==> src/rtl/bcla_sched_pkg.sv <==
// Shared constants, operand/sum types and a width helper for the shared-adder scheduler.
package bcla_sched_pkg;

    localparam int OPW  = 29;
    localparam int SUMW = OPW + 1;
    localparam int BLKW = 4;
    localparam int NBLK = (OPW + BLKW - 1) / BLKW;

    typedef logic [OPW-1:0]  op_t;
    typedef logic [SUMW-1:0] sum_t;

    function automatic int clog2(input int n);
        int r;
        r = 0;
        for (int i = 0; i < 31; i++) begin
            if ((1 << i) < n) begin
                r = i + 1;
            end
        end
        return r;
    endfunction

endpackage

==> src/rtl/bcla_add_scheduler_adder.sv <==
// Block carry look-ahead adder: 4-bit blocks, carry-in 0, carry-out lands in sum[OPW].
module bcla_adder
    import bcla_sched_pkg::*;
(
    input  logic [OPW-1:0]  x,
    input  logic [OPW-1:0]  y,
    output logic [SUMW-1:0] sum
);

    logic [OPW-1:0] g;
    logic [OPW-1:0] p;
    logic [NBLK:0]  c_blk;

    assign g        = x & y;
    assign p        = x ^ y;
    assign c_blk[0] = 1'b0;

    generate
        for (genvar gi = 0; gi < NBLK; gi++) begin : g_blk
            localparam int LO = gi * BLKW;
            // The top block is narrower when OPW is not a multiple of the block width.
            localparam int W  = ((OPW - LO) < BLKW) ? (OPW - LO) : BLKW;

            logic [W-1:0] c;
            logic         blk_g;
            logic         blk_p;

            always_comb begin
                blk_g = 1'b0;
                blk_p = 1'b1;
                for (int j = 0; j < W; j++) begin
                    blk_g = g[LO+j] | (p[LO+j] & blk_g);
                    blk_p = blk_p & p[LO+j];
                end
            end

            assign c[0] = c_blk[gi];
            for (genvar gj = 1; gj < W; gj++) begin : g_bit
                assign c[gj] = g[LO+gj-1] | (p[LO+gj-1] & c[gj-1]);
            end

            assign c_blk[gi+1]  = blk_g | (blk_p & c_blk[gi]);
            assign sum[LO +: W] = p[LO +: W] ^ c;
        end
    endgenerate

    assign sum[OPW] = c_blk[NBLK];

endmodule

==> src/rtl/bcla_add_scheduler_rr_arbiter.sv <==
// Round-robin arbiter: search starts at the pointer, pointer moves past the winner on a grant.
module rr_arbiter
    import bcla_sched_pkg::*;
#(
    parameter int NREQ = 4,
    parameter int IDW  = clog2(NREQ)
) (
    input  logic            clk,
    input  logic            rst,
    input  logic [NREQ-1:0] req,
    input  logic            en,
    output logic [NREQ-1:0] gnt,
    output logic [IDW-1:0]  gnt_idx,
    output logic            gnt_any
);

    logic [IDW-1:0] ptr_q;
    logic [IDW-1:0] ptr_d;
    logic [IDW-1:0] win;
    logic           found;
    int             j;

    always_comb begin
        found = 1'b0;
        win   = '0;
        j     = 0;
        for (int k = 0; k < NREQ; k++) begin
            j = int'(ptr_q) + k;
            if (j >= NREQ) begin
                j = j - NREQ;
            end
            if (!found && req[j]) begin
                found = 1'b1;
                win   = IDW'(j);
            end
        end
    end

    assign gnt_any = en && found;
    assign gnt_idx = win;

    always_comb begin
        gnt = '0;
        if (gnt_any) begin
            gnt[win] = 1'b1;
        end
    end

    always_comb begin
        ptr_d = ptr_q;
        if (gnt_any) begin
            ptr_d = (win == IDW'(NREQ - 1)) ? '0 : win + 1'b1;
        end
    end

    always_ff @(posedge clk) begin
        if (rst) begin
            ptr_q <= '0;
        end else begin
            ptr_q <= ptr_d;
        end
    end

endmodule

==> src/rtl/bcla_add_scheduler.sv <==
// Shares one BCLA adder among NREQ requesters: RR grant -> operand stage A -> result stage B.
module bcla_add_scheduler
    import bcla_sched_pkg::*;
#(
    parameter int NREQ = 4,
    parameter int IDW  = clog2(NREQ)
) (
    input  logic                clk,
    input  logic                rst,
    input  logic [NREQ-1:0]     req_valid,
    output logic [NREQ-1:0]     req_ready,
    input  logic [NREQ*OPW-1:0] req_x,
    input  logic [NREQ*OPW-1:0] req_y,
    output logic                res_valid,
    input  logic                res_ready,
    output logic [IDW-1:0]      res_id,
    output logic [SUMW-1:0]     res_sum,
    output logic                busy
);

    op_t      x_arr [NREQ];
    op_t      y_arr [NREQ];

    logic     adv_a;
    logic     adv_b;
    logic     gnt_any;
    logic [IDW-1:0] gnt_idx;
    sum_t     sum_a;

    logic     va_q, va_d;
    logic     vb_q, vb_d;
    logic [IDW-1:0] id_a_q, id_a_d;
    op_t      x_a_q, x_a_d;
    op_t      y_a_q, y_a_d;
    logic [IDW-1:0] res_id_q, res_id_d;
    sum_t     res_sum_q, res_sum_d;

    generate
        for (genvar gi = 0; gi < NREQ; gi++) begin : g_unpack
            assign x_arr[gi] = req_x[gi*OPW +: OPW];
            assign y_arr[gi] = req_y[gi*OPW +: OPW];
        end
    endgenerate

    assign adv_b = !vb_q || res_ready;
    assign adv_a = !va_q || adv_b;

    // Grants are masked during reset so req_ready reads zero while rst is high.
    rr_arbiter #(
        .NREQ (NREQ),
        .IDW  (IDW)
    ) u_arb (
        .clk     (clk),
        .rst     (rst),
        .req     (req_valid),
        .en      (adv_a && !rst),
        .gnt     (req_ready),
        .gnt_idx (gnt_idx),
        .gnt_any (gnt_any)
    );

    bcla_adder u_adder (
        .x   (x_a_q),
        .y   (y_a_q),
        .sum (sum_a)
    );

    always_comb begin
        va_d   = va_q;
        id_a_d = id_a_q;
        x_a_d  = x_a_q;
        y_a_d  = y_a_q;
        if (adv_a) begin
            va_d = gnt_any;
            if (gnt_any) begin
                id_a_d = gnt_idx;
                x_a_d  = x_arr[gnt_idx];
                y_a_d  = y_arr[gnt_idx];
            end
        end
    end

    always_comb begin
        vb_d      = vb_q;
        res_id_d  = res_id_q;
        res_sum_d = res_sum_q;
        if (adv_b) begin
            vb_d = va_q;
            if (va_q) begin
                res_id_d  = id_a_q;
                res_sum_d = sum_a;
            end
        end
    end

    always_ff @(posedge clk) begin
        if (rst) begin
            va_q      <= 1'b0;
            vb_q      <= 1'b0;
            id_a_q    <= '0;
            x_a_q     <= '0;
            y_a_q     <= '0;
            res_id_q  <= '0;
            res_sum_q <= '0;
        end else begin
            va_q      <= va_d;
            vb_q      <= vb_d;
            id_a_q    <= id_a_d;
            x_a_q     <= x_a_d;
            y_a_q     <= y_a_d;
            res_id_q  <= res_id_d;
            res_sum_q <= res_sum_d;
        end
    end

    assign res_valid = vb_q;
    assign res_id    = res_id_q;
    assign res_sum   = res_sum_q;
    assign busy      = va_q || vb_q;

endmodule

==> config.mk <==
export PLATFORM = sky130hd
export DESIGN_NAME = bcla_add_scheduler
export DESIGN_NICKNAME = d
export VERILOG_FILES = /design/src/rtl/bcla_sched_pkg.sv /design/src/rtl/bcla_add_scheduler_adder.sv /design/src/rtl/bcla_add_scheduler_rr_arbiter.sv /design/src/rtl/bcla_add_scheduler.sv
export SDC_FILE = /design/constraint.sdc
export NUM_CORES = 1
export LEC_CHECK = 0
export ABC_AREA = 1
export BUFFER_PORTS_ARGS = -buffer_cell sky130_fd_sc_hd__buf_2
export CELL_PAD_IN_SITES_DETAIL_PLACEMENT = 1
export CELL_PAD_IN_SITES_GLOBAL_PLACEMENT = 2
export CORE_MARGIN = 5
export CORE_UTILIZATION = 27
export CTS_CLUSTER_SIZE = 20
export DETAILED_ROUTE_END_ITERATION = 10
export GPL_TIMING_DRIVEN = 0
export PLACE_DENSITY = 0.86
export SLEW_MARGIN = 10
export SYNTH_ARGS = -nofsm -noshare
export SYNTH_HDL_FRONTEND = slang
export SYNTH_SLANG_ARGS = --single-unit
==> constraint.sdc <==
create_clock -name clk -period 8.36 [get_ports clk]
set_input_delay 0.418 -clock clk [delete_from_list [all_inputs] [get_ports clk]]
set_output_delay 0.418 -clock clk [all_outputs]
set_load 0.02 [all_outputs]
==> results.md <==
- Total I/O pin count: 277
- Sink Count: 96
- Final WS setup: 3.730 ns
- Post-CTS Setup Inserts: 0
- Startpoint types: flip-flop
- Layout Skew: 0.009220 ns
- Critical Path End Type: flip-flop
- Hold-fix buffers, CTS: 0
- Fillers: 3280
- Place WS: 3.717 ns
- Port bufs: 276
- Static Leakage: 0.004747 uW
- Fin crit share: 0.5538
- Worst-path fanout max: 2
- Vias per cell: 4.575
- Post-synthesis sequential area ratio: 0.2860
- Hold path depth: 3
- Number of synthesized register bits: 96
- Routed vias: 7580
- CTS resizes: 0
- Hold_ws: 0.2824 ns
- Initial antenna violation count: 9
- Mapped Area: 6720 um2
- Nets@finish: 1617
- Final hold vios: 0
- Req. time, crit path: 8.57 ns
- Area Growth Syn to Fin: 31.52%
- FF-to-FF Start: y_a_q[0]
- Synth unique cells: 31
- CTS tree: built
- Vias in the first global route: 8112
- Die Ht: 167.8 um
- Wire length per cell: 17.39 um
- RSZ-0062 raised after global routing: no
- Pins Over Slew Limit: 0
- Hpwl dp: 24100 um
- Row count: 57
- Worst Hold End: y_a_q[19]
- GR Overflow Total: 0
- Pre-antenna DRT Iters: 4
- Largest net degree at the start of global routing: 17
- Max Cap Violations: 0
- FF-to-FF End: res_sum[27]
- Core footprint: 24390 um2
- Inst Count DP: 1640
- Crit Path Category: reg2reg
- Clk slew on worst S/H paths: 0.07 ns
- Final setup fails: 0
- Status: completed
- Slew of the pin with the lowest slew margin: 0.6608 ns
- Max-Slew Margin vs Limit: 0.5595
- Tmin final: 4.630 ns
- Worst hold path type: in2reg
- Final core utilization: 0.3624
- Share of cells above drive strength 1: 0.2748
- First-pass GRT wire length: 44340 um
- Length in cells of the worst reg-to-reg path: 21
- Post-Route WL: 28820 um
- Die width: 167.8 um
- Root Driver: clkbuf_16
- CP Data Arrival Time: 4.84 ns
- Flop-to-flop setup slack: 3.73 ns
- Die area: 28150 um2
- Clk buf depth: 2
- Worst-Skew Late Latency: 0.35 ns
- Power Density: 488.7 nW/um2
- DRT antenna net count: 0
- Drc violations: 0
- Setup_tns: 0 ns
- GRT Util Overall: 0.2014
- Starting density of the core: 0.2755
- Post-Layout Cell Count: 1657
- CTS buffer count: 9
- DR iter-0 viols: 293
- VDD IR max: 0.2135 mV
- Mapped Nets: 1330
- H-tree levels: 3
- Synth warn: 0
- Gate Count Post-Synth: 1040
- Routability cong.: 0.8254
- Fmax: 216.0 MHz
- Hold path startpoint: req_y[48]
- Mean Syn Cell Area: 6.462 um2
==> worst max-delay path by stage <==
stage | start | endpoint | slack [ns] | cells after the start
floorplan | y_a_q[0] | res_sum[27] | 4.27 | 21
global placement | y_a_q[0] | res_sum[27] | 3.74 | 21
detailed placement | y_a_q[0] | res_sum[27] | 3.72 | 21
CTS | y_a_q[0] | res_sum[27] | 3.71 | 21
global route | y_a_q[0] | res_sum[27] | 3.46 | 21
finish | y_a_q[0] | res_sum[27] | 3.73 | 21
==> flip-flops by register name, summed over array words and instances (netlist names) <==
register     cells
x_a_q           29
u_arb.ptr_q      2
y_a_q           29
res_sum         30
va_q             1
id_a_q           2
res_id           2
res_valid        1
==> area by class of cell <==
cell class	count	area [um2]	area share
Tap cell	324	405.4	0.04587
Sequential cell	96	1922	0.2174
Multi-Input combinational cell	833	4219	0.4774
Timing Repair Buffer	276	1381	0.1563
Antenna cell	1	2.502	0.0002831
Clock inverter	5	86.33	0.009768
Buffer	63	396.6	0.04488
Clock buffer	11	242.7	0.02746
Inverter	48	182.7	0.02067
==> cell usage in the layout (no fill, tap or decap), types with 3 or more instances in the layout <==
cell / netlist / routed
xnor2_1: 6 / 6
o21ai_0: 38 / 38
buf_6: 12 / 12
dfxtp_1: 96 / 96
or2_2: 4 / 4
buf_2: 26 / 302
nand3_2: 12 / 12
clkbuf_1: 15 / 16
nor2_1: 147 / 147
o21ai_1: 7 / 7
buf_4: 7 / 7
fa_1: 22 / 22
nand2_2: 5 / 5
o211ai_1: 7 / 7
or2_1: 3 / 3
clkbuf_16: 0 / 9
nand3_1: 90 / 90
nand2_1: 380 / 380
a21oi_1: 74 / 74
inv_1: 45 / 45
ha_1: 29 / 29
==> synthesized netlist by cell type, drive strengths merged <==
master | instances | share of area
a21oi | 75 | 0.058
a31oi | 1 | 0.00093
buf | 48 | 0.051
clkbuf | 15 | 0.0084
dfxtp | 96 | 0.29
fa | 22 | 0.066
ha | 29 | 0.054
inv | 48 | 0.027
nand2 | 386 | 0.22
nand3 | 102 | 0.085
nand3b | 1 | 0.0011
nand4 | 1 | 0.0019
nor2 | 149 | 0.085
o211ai | 7 | 0.0078
o21a | 2 | 0.0022
o21ai | 45 | 0.034
or2 | 7 | 0.0065
xnor2 | 6 | 0.0078
==> cell families after synthesis <==
kind of cell,share of synthesized area
XOR/XNOR,0.007820
AND/OR/NAND/NOR,0.3984
AO/OA/AOI/OAI,0.1020
buffers and inverters,0.08620
adder cells (fa/ha/maj),0.1195
flip-flops,0.2860
==> report_power, final <==
group          total, uW  internal [uW]  switching, uW  leakage, uW
logic               2960           1040           1920      0.00379
clock network        462            273            189     0.000161
registers            898            677            221     0.000799
total               4320           1990           2330      0.00475
==> per-layer routing <==
layer	global-route usage	vias to the layer above	wire length (um)
li1	-	3879	-
met1	0.2574	3457	12730
met2	0.3447	194	13650
met3	0.05210	34	1927
met4	0.03952	16	415
met5	0	-	90
==> worst max-delay path: stages, from the launching register on <==
cell	delay, ns
dfxtp_1	0.36
ha_1	0.23
fa_1	0.41
fa_1	0.46
fa_1	0.44
nand3_1	0.11
nor2_1	0.04
nor2_1	0.09
nand2_1	0.09
nand2_1	0.06
nand2_1	0.08
nand2_1	0.07
nand2_1	0.07
nand2_1	0.06
nand2_1	0.11
nand2_1	0.09
nand2_1	0.10
fa_1	0.46
fa_1	0.46
fa_1	0.44
xnor2_1	0.16
a21oi_1	0.09
==> metrics by stage <==
stage	total power, uW	instance area [um2]
2_1_floorplan	2894	6720
3_3_place_gp	3856	8507
3_5_place_dp	3915	8507
4_1_cts	4396	8836
5_1_grt	4794	8838
6_report	4319	8838
No activity file was read; power rests on OpenSTA's default activity.
